**src/rtl/fetch_pkg.sv**
```systemverilog
// fetch_pkg: shared FSM states, buffer entry layout and default NOP word for fetch_unit.
package fetch_pkg;
    localparam logic [31:0] NOP_DEFAULT = 32'hE1A00000;
    typedef enum logic [1:0] {IDLE, BUSY, ERR} state_e;
    typedef struct packed {
        logic        valid;
        logic [29:0] tag;
        logic [31:0] data;
    } entry_t;
endpackage

```
**src/rtl/fetch_entry.sv**
```systemverilog
// fetch_entry: one instruction buffer entry with write, invalidate and tag compare.
module fetch_entry
    import fetch_pkg::*;
(
    input  logic        clk,
    input  logic        reset,
    input  logic        we_i,
    input  logic        inv_i,
    input  logic [29:0] tag_i,
    input  logic [31:0] data_i,
    input  logic [29:0] cmp_tag_i,
    output entry_t      ent_o,
    output logic        hit_o
);
    entry_t ent_q, ent_d;
    always_comb begin
        ent_d = ent_q;
        if (we_i) ent_d = '{valid: 1'b1, tag: tag_i, data: data_i};
        else if (inv_i) ent_d.valid = 1'b0;
    end
    always_ff @(posedge clk or negedge reset)
        if (!reset) ent_q <= '0;
        else ent_q <= ent_d;
    assign ent_o = ent_q;
    assign hit_o = ent_q.valid && ent_q.tag == cmp_tag_i;
endmodule

```
**src/rtl/fetch_unit.sv**
```systemverilog
// fetch_unit: instruction fetch stage with valid/ack memory handshake and watchdog.
// Define FETCH_PREFETCH_EN to add a second (NXT) entry that prefetches pc+4.
module fetch_unit
    import fetch_pkg::*;
#(
    parameter int unsigned TIMEOUT   = 15,
    parameter logic [31:0] NOP_INSTR = NOP_DEFAULT
) (
    input  logic        clk,
    input  logic        reset,
    input  logic [31:0] pc,
    output logic [31:0] instr,
    output logic        stall,
    output logic        fetch_err,
    output logic        mem_req,
    output logic [31:0] mem_addr,
    input  logic        mem_ack,
    input  logic [31:0] mem_rdata
);
    state_e      state_q;
    logic [7:0]  cnt_q;
    logic [29:0] addr_q;
    logic        req_q, err_q, pf_q;
    entry_t      cur, nxt;
    logic        cur_hit, nxt_hit, hit, ack, promote, pf_need;

    assign hit       = cur_hit || nxt_hit;
    assign ack       = state_q == BUSY && mem_ack;
    assign stall     = !hit || err_q;
    assign instr     = stall ? NOP_INSTR : (cur_hit ? cur.data : nxt.data);
    assign mem_req   = req_q;
    assign mem_addr  = {addr_q, 2'b00};
    assign fetch_err = err_q;

    fetch_entry u_cur (
        .clk, .reset,
        .we_i     (ack && !pf_q || promote),
        .inv_i    (1'b0),
        .tag_i    (promote ? nxt.tag : addr_q),
        .data_i   (promote ? nxt.data : mem_rdata),
        .cmp_tag_i(pc[31:2]),
        .ent_o    (cur),
        .hit_o    (cur_hit)
    );

`ifdef FETCH_PREFETCH_EN
    assign promote = state_q == IDLE && nxt_hit && !cur_hit;
    assign pf_need = cur_hit && !(nxt.valid && nxt.tag == pc[31:2] + 30'd1);
    fetch_entry u_nxt (
        .clk, .reset,
        .we_i     (ack && pf_q),
        .inv_i    (ack && !pf_q || promote),
        .tag_i    (addr_q),
        .data_i   (mem_rdata),
        .cmp_tag_i(pc[31:2]),
        .ent_o    (nxt),
        .hit_o    (nxt_hit)
    );
`else
    assign promote = 1'b0;
    assign pf_need = 1'b0;
    assign nxt     = '0;
    assign nxt_hit = 1'b0;
`endif

    // The counter check sits one cycle after reaching TIMEOUT so the error lands TIMEOUT+1 cycles after the request.
    always_ff @(posedge clk or negedge reset)
        if (!reset) begin
            state_q <= IDLE;
            cnt_q   <= '0;
            addr_q  <= '0;
            req_q   <= 1'b0;
            err_q   <= 1'b0;
            pf_q    <= 1'b0;
        end else case (state_q)
            IDLE:
                if (!hit) begin
                    state_q <= BUSY;
                    req_q   <= 1'b1;
                    addr_q  <= pc[31:2];
                    cnt_q   <= '0;
                    pf_q    <= 1'b0;
                end else if (pf_need) begin
                    state_q <= BUSY;
                    req_q   <= 1'b1;
                    addr_q  <= pc[31:2] + 30'd1;
                    cnt_q   <= '0;
                    pf_q    <= 1'b1;
                end
            BUSY:
                if (mem_ack) begin
                    state_q <= IDLE;
                    req_q   <= 1'b0;
                end else if (cnt_q == 8'(TIMEOUT)) begin
                    state_q <= ERR;
                    req_q   <= 1'b0;
                    err_q   <= 1'b1;
                end else cnt_q <= cnt_q + 8'd1;
            default: ;
        endcase
endmodule
```
**config.mk**
```make
export PLATFORM = sky130hd
export DESIGN_NAME = fetch_unit
export DESIGN_NICKNAME = d
export VERILOG_FILES = /design/src/rtl/fetch_pkg.sv /design/src/rtl/fetch_entry.sv /design/src/rtl/fetch_unit.sv
export SDC_FILE = /design/constraint.sdc
export NUM_CORES = 1
export LEC_CHECK = 0
export CAP_MARGIN = 0
export CORE_UTILIZATION = 51
export CTS_BUF_LIST = sky130_fd_sc_hd__clkbuf_8 sky130_fd_sc_hd__clkbuf_16
export CTS_CLUSTER_SIZE = 28
export DETAILED_ROUTE_END_ITERATION = 10
export PLACE_DENSITY_LB_ADDON = 0.25
export REMOVE_ABC_BUFFERS = 1
export SYNTH_ARGS = -nofsm -noshare
export SYNTH_HDL_FRONTEND = slang
export SYNTH_HIERARCHICAL = 1
export SYNTH_SLANG_ARGS = --single-unit
```
**constraint.sdc**
```tcl
create_clock -name clk -period 4.95 [get_ports clk]
set_input_delay 0.99 -clock clk [delete_from_list [all_inputs] [get_ports clk]]
set_output_delay 0.99 -clock clk [all_outputs]
set_load 0.05 [all_outputs]
```
* Yosys cells after proc, flatten, opt, wreduce, memory -nomap -nowiden
Cells that the tools add are included.
** Storage, ports and cells
- Flip-flop bits (word level) :: 105
- Latch bits :: 0
- Bits in writable memories :: 0
- Bits in read-only memories :: 0
- Bits of input ports :: 67
- Output and inout bits :: 67
- Logic and storage cells :: 42
- Memories kept :: 0
** Operators by class
- Add/sub/neg operators :: 1
- $mul :: 0
- Divide/modulo/power cells :: 0
- Magnitude comparators :: 0
- Equality and inequality tests :: 7
- Shifts and indexed selects :: 0
- Multiplexer cells :: 14
- Bitwise gates (word level) :: 2
- Reductions and logical operators :: 10
** Operators by type and width (number)
- $mux W32 :: 2
- $eq A30 B30 Y1 :: 1
- $mux W8 :: 3
- $pmux W8 S2 :: 1
- $add A8 B1 Y8 const B :: 1
- $eq A8 B4 Y1 const B :: 1
- $mux W2 :: 3
- $ne A2 B2 Y1 const B :: 3
- $reduce_and A3 Y1 :: 2
- $pmux W2 S2 :: 1
- $reduce_and A4 Y1 :: 1
- $mux W1 :: 3
- $ne A3 B2 Y1 const B :: 1
- $eq A2 B1 Y1 const B :: 1
- $logic_and A1 B1 Y1 :: 2
- $logic_not A2 Y1 :: 1
- $not A1 Y1 :: 2
- $pmux W1 S2 :: 1
- $reduce_and A2 Y1 :: 1
- $reduce_bool A2 Y1 :: 1
- $logic_not A1 Y1 :: 1
- $logic_or A1 B1 Y1 :: 1

* Longest topological paths before layout
Gate-level depths: netlist of run 1.
- Word-level depth :: 5
- Depth in mapped cells :: 9
- Depth with buffers taken out :: 7

* Hierarchy
The synthesis of run 1 kept the hierarchy.
** Modules (own cells, without submodules)
- fetch_entry :: times used 1, cells an instance 174, area an instance 2650.0 um2, sequential area each 1576.5 um2
- fetch_unit :: times used 1, cells an instance 226, area an instance 1925.6 um2, sequential area each 1026.0 um2

* Worst setup path before layout of run 1
OpenSTA, ideal clock, no wires.
- Kind :: in2out
- From :: input pc[5]
- To :: output instr[0]
- Data arrival time :: 3.072 ns
- Required time :: 3.960 ns
- Path slack :: 0.888 ns
- Stages :: 7
- Buffers on the path :: 1
- Cells stage by stage :: xnor2_1 nand4_1 or4_1 nor4_2 nor2b_1 clkbuf_1 and2_1
** Between the ends
- Longest elaborated chain between the ends :: 5
- Elaborated cells on any way between the ends :: 6
- Classes of those cells :: 1 x eq/ne; 2 x mux; 3 x reduce/logical
** RTL lines
- from (decl) :: line fetch_unit.sv:11 : input logic [31:0] pc,
- $eq A30 B30 Y1 (*) :: line fetch_entry.sv:25 : assign hit_o = ent_q.valid && ent_q.tag == cmp_tag_i;
- $logic_and A1 B1 Y1 (*) :: line fetch_entry.sv:25
- named net cur_hit :: line fetch_unit.sv:25 : logic cur_hit, nxt_hit, hit, ack, promote, pf_need;
- $logic_not A1 Y1
- $logic_or A1 B1 Y1 :: line fetch_unit.sv:29 : assign stall = !hit || err_q;
- $mux W32 (*) :: line fetch_unit.sv:30 : assign instr = stall ? NOP_INSTR : (cur_hit ? cur.data : nxt.data);
- to (decl) :: line fetch_unit.sv:12 : output logic [31:0] instr,
The timed path passes the listed nets; every way through them passes the cells marked *.

* Worst setup path after layout of run 1
- From :: input pc[21]
- To :: output instr[2]
The elaborated chain is that of the path after synthesis.

==> impl_metrics.ini, run 1 <==
[clocking]
clk_pin_slew_worst_paths_ns = 0.09
post-cts-setup-buffer-count = 0
holdBufCountCts = 0
clock_path_buffers = 2
cts_resized = 0
numCtsBuffers = 9
cts-root-buf = clkbuf_8
cts-htree-levels = 3
cts_tree = done
clock_sinks = 104
clkLatencyLatePin_ns = 0.36

[placed_design]
port_buffers = 129
dpl.hpwl_um = 6920
place_congestion = 0.734

[timing]
finalCriticalPeriod_ns = 4.68
rsz0062_at_grt = false
relSlewSlack_pct = 50.3
maxSlewViolCount = 0
tightest_slew_ns = 0.746
finalSetupViolCount = 0
final-hold-violation-count = 0
tns_ns = 0
fin_worst_skew_ns = 0.0127
fin_crit_sh_pct = 94.5
fmax_mhz = 214

[routing]
drt_iter0_markers = 103
ant_nets = 0
firstDrtPassIters = 4
drc = 0
wl_um = 9560
post_drt_wl_per_cell_um = 14.9
viasPerCell = 5.20
vias = 3335

[global_route]
grtUsageMet2_pct = 34.9
overflow = 0
grt_use_met1_pct = 29.9
track_usage_pct = 22.0
gr-usage-met3_pct = 6.29
antenna_found_initial = 0
grt_pass1_wl_um = 16400
grt_pass1_vias = 3320
grt_max_degree = 62
grt.busiest_layer = met2

[critical_path]
cp_cell_sequence = clkdlybuf4s50_1, xnor2_1, nand4_1, or4_1, nor4_2, nor2b_1, buf_12, and2_1, buf_12
path_class = primary input to output pin
crit_required_ns = 3.96
r2r_cells = 8
cp-end-kind = output pin
startpoint_type = primary input
crit_slowest_cell = or4_1
cp_common_cell = buf_12
worstPathMaxFanout = 33
cp_slowest_stage_delay_ns = 0.59
arrival_ns = 3.69
reg2reg_slack_ns = 2.30

[final_layout]
diodes = 0
multiInputGateArea_um2 = 1890
fill_cells = 625
syn2layout_area_growth_pct = 40.4
layout_common_cells = dfrtp_1, nand2_1, clkdlybuf4s50_1
fin_nets = 598
regArea_um2 = 2600
drive_above_1_share_pct = 22.9
layout_commonest_cell = dfrtp_1

[power_and_ir_drop]
p_per_area_nw_per_um2 = 567
p_int_w = 0.00220
p_switching_w = 0.00144
peakVddDrop_mv = 0.408
seqPwrFrac_pct = 41.2
swShare_pct = 39.6
finalPower_w = 0.00364
power_frac_comb_pct = 44.9
p_leak_nw = 2.82
clkPwrFrac_pct = 13.9

[synthesis]
synth.distinct_cells = 35
synth_area_leader_cell = dfrtp_1
synth_area_um2 = 4580
ys_seq_area_share_pct = 56.9
ys_warn_count = 6
ys_ff_latch = 104
netlist_top_cells_area = dfrtp_1, mux2_2, nand2_1, xnor2_1, and2_1
yosys.area.top_type_share_pct = 56.9
post_synth.cell_area_avg_um2 = 11.4
synthCells = 400

[floorplan]
die_w_um = 96.7
core_um2 = 8720
initial_core_util_pct = 52.5
row_count = 34
ios = 134
design.die.area_um2 = 9350
die_h_um = 96.7

[flow_run]
drv_cap = 0

[run_status]
status = finished, final reports clean

[worst_hold_path]
whs_path_depth = 1
hp-class = flop to flop
registers in the layout (all words and copies together), names as in the netlist:
| name | cells |
|---|---|
| addr_q | 30 |
| cnt_q | 8 |
| fetch_err | 1 |
| state_q | 2 |
| u_cur/ent_o | 63 |
Yosys cell counts:
cell type  count
o21ba_1        1
nand2b_1       9
nand3_1        6
nor4_2         2
a211oi_2       1
mux2_2        62
nand2_1       99
and4_1         1
a211o_4        1
nor2_1         1
clkbuf_1      10
nand4_1        8
buf_4          2
ha_1           1
a21o_1         2
a21oi_1        3
dfrtp_1      104
buf_1          3
xnor2_1       26
nor3_1         1
o21a_1         1
nor4_1         2
nor2b_1        2
conb_1         1
o21ai_1        1
inv_1          3
and2_1        27
o21ai_0        3
and3_1         1
o211ai_1       1
a31oi_1        4
xor2_1         4
or3_1          2
or4_1          1
buf_2          4
metal layers:
| layer | vias up | share of wire [%] |
|---|---|---|
| met2 | 133 | 47 |
| li1 | 1583 | - |
| met3 | 12 | 5.9 |
| met4 | 0 | 1.5 |
| met5 | - | 0 |
| met1 | 1607 | 45 |
per-stage QoR:
step	cell area (µm²)	hold slack (ns)	instances	util [%]	worst slack (ns)
after floorplan	4500	0.453	383	-	0.487
after global placement	6240	0.465	627	71.5	0.373
after detailed placement	6240	0.473	627	71.5	0.276
after CTS	6420	0.494	641	73.6	0.266
after global routing	6420	0.508	641	73.6	0.219
final	6420	0.491	641	73.6	0.274
kinds of logic (layout without fill, tap and decap cells):
kind of cell,after synthesis,count (layout),share of synthesized area [%]
muxes,62,62,15.3
AOI/OAI and AO/OA,18,18,2.84
other,1,3,0.0820
xor gates and xnor gates,30,30,5.74
buffers and inverters,22,153,2.08
DFF,104,104,56.9
adders and majority gates,1,1,0.273
and+or+nand+nor,162,162,16.8
power groups by stage:
stage | sequential (W) | clock [W] | combinational (W)
floorplan | 0.00190 | 0 | 0.000711
global placement | 0.00149 | 0 | 0.00161
detailed placement | 0.00152 | 0 | 0.00165
CTS | 0.00150 | 0.000521 | 0.00165
global route | 0.00156 | 0.000555 | 0.00176
finish | 0.00150 | 0.000506 | 0.00163
critical path: cells and delay by family:
kind / cells / cell delay [ns]
xor+xnor: 1 / 0.22
buf+inv: 3 / 0.80
simple gates: 5 / 1.65
path summary, 6_finish.rpt:
check                                       startpoint                           to
setup / recovery                                pc[21]                     instr[2]
hold / removal             u_cur/ent_o[62]$_DFFE_PN0P_  u_cur/ent_o[62]$_DFFE_PN0P_
setup reg to reg           u_cur/ent_o[51]$_DFFE_PN0P_         cnt_q[7]$_DFFE_PN0P_
hold reg to reg            u_cur/ent_o[62]$_DFFE_PN0P_  u_cur/ent_o[62]$_DFFE_PN0P_
max in group asynchronous                        reset  u_cur/ent_o[28]$_DFFE_PN0P_
min in group asynchronous                        reset        fetch_err$_DFFE_PN0P_
final cells by class:
class / instances / share of cell area [%]
clock inverters: 4 / 0.740
flip-flops and latches: 104 / 40.5
well taps: 108 / 2.10
repair buffers: 136 / 24.9
clock buffers: 10 / 2.14
inverters: 3 / 0.175
multi-input cells: 276 / 29.5
(Power assumes the default switching activity.)
==> run 2, diff against run 1 <==
Settings changed: CORE_ASPECT_RATIO set to 0.75, SKIP_CTS_REPAIR_TIMING set to 1.
==> run 2 against run 1 <==
  * The run now ends with design-rule violations left
  * Cell count up 0.16%
  * Clock skew is 0.0089 ns lower
  * Die area about the same
  * Combinational power is essentially flat
  * Non-clock buffer count fell by 1
  * Critical path type unchanged
  * Critical endpoint is now instr[1]
==> impl_metrics.ini, run 2 (synthesized netlist as in run 1, its figures left out) <==
[run_status]
status = finished, violations left
violations = design-rule violations

[clocking]
cts-root-buf = clkbuf_16
numCtsBuffers = 9
clock_sinks = 104
cts-htree-levels = 3
clock_path_buffers = 2
cts_tree = done
clkLatencyLatePin_ns = 0.34
clk_pin_slew_worst_paths_ns = 0.06

[routing]
drc = 18
vias = 3279
post_drt_wl_per_cell_um = 15.8
firstDrtPassIters = 7
ant_nets = 0
drt_iter0_markers = 213
viasPerCell = 5.11
wl_um = 10100

[final_layout]
syn2layout_area_growth_pct = 42.4
layout_commonest_cell = dfrtp_1
fin_nets = 597
layout_common_cells = dfrtp_1, nand2_1, clkdlybuf4s50_1
drive_above_1_share_pct = 22.7
instances_no_fill = 642
diodes = 0
largest_register_ffs = 63

[timing]
tightest_slew_ns = 0.834
fmax_mhz = 215
finalCriticalPeriod_ns = 4.64
fin_crit_sh_pct = 93.8
finalSetupViolCount = 0
relSlewSlack_pct = 44.4
final-hold-violation-count = 0
worst_slack_ns = 0.309
rsz0062_at_grt = false
fin_worst_skew_ns = 0.00381
tns_ns = 0
maxSlewViolCount = 0

[floorplan]
core_um2 = 8560
die_w_um = 111
initial_core_util_pct = 53.4
ios = 134
design.die.area_um2 = 9360
row_count = 29
die_h_um = 84.0

[critical_path]
r2r_cells = 8
crit_required_ns = 3.96
worstPathMaxFanout = 33
arrival_ns = 3.65
startpoint_type = primary input
path_class = primary input to output pin
cp-end-kind = output pin

[worst_hold_path]
hp-class = flop to flop
whs_path_depth = 1

[global_route]
grt_pass1_wl_um = 17000
grt_max_degree = 68
grt_pass1_vias = 3485
track_usage_pct = 23.7
antenna_found_initial = 0
overflow = 0

[flow_run]
drv_cap = 0

[placed_design]
placed_cells = 626
place_ws_ns = 0.310
dpl.hpwl_um = 7220
port_buffers = 129
place_congestion = 0.807

[power_and_ir_drop]
peakVddDrop_mv = 0.479
p_per_area_nw_per_um2 = 588
p_leak_nw = 2.87
==> run 2: layout make-up <==
type / instances / area (µm²)
Inverter: 3 / 11.3
Clock inverter: 7 / 57.6
Sequential cell: 104 / 2600
Timing Repair Buffer: 135 / 1590
Multi-Input combinational cell: 276 / 1890
Tap cell: 108 / 135
Clock buffer: 9 / 225
Fill cell: 588 / 2050
==> run 2: worst paths after layout <==
kind	from	to	slack, ns
min in group asynchronous	reset	addr_q[27]$_DFFE_PN0P_	0.74
max in group asynchronous	reset	cnt_q[7]$_DFFE_PN0P_	3.18
min	u_cur/ent_o[24]$_DFFE_PN0P_	u_cur/ent_o[24]$_DFFE_PN0P_	0.50
max	pc[5]	instr[1]	0.31
min reg2reg	u_cur/ent_o[24]$_DFFE_PN0P_	u_cur/ent_o[24]$_DFFE_PN0P_	0.50
max reg2reg	u_cur/ent_o[35]$_DFFE_PN0P_	cnt_q[0]$_DFFE_PN0P_	1.98
==> run 2: layer usage <==
metal | routed length [µm] | share of wire [%] | global-route usage [%]
met3 | 580 | 5.7 | 5.74
met2 | 5000 | 49 | 38.9
met5 | 0 | 0 | 0
met1 | 4330 | 43 | 30.0
met4 | 225 | 2.2 | 10.2
==> run 2: where the power goes <==
part           internal [W]  switching (W)
registers           0.00125       0.000258
logic              0.000703       0.000942
clock network      0.000384       0.000290
==> run 2: per-stage QoR <==
step	util (%)	hold slack, ns	area (µm²)	power, W
CTS	76.1	0.502	6520	0.00386
global placement	72.8	0.471	6230	0.00309
finish	76.1	0.497	6520	0.00383
global route	76.1	0.511	6520	0.00405
floorplan	-	0.453	4500	0.00261
detailed placement	72.8	0.487	6230	0.00318
==> run 2: critical path, cell delays in order <==
cell and delay, ns:
clkdlybuf4s50_1 0.50, xnor2_1 0.14, nand4_1 0.16, or4_1 0.60, nor4_2 0.45, nor2b_2 0.27
buf_12 0.18, and2_1 0.20, buf_12 0.15
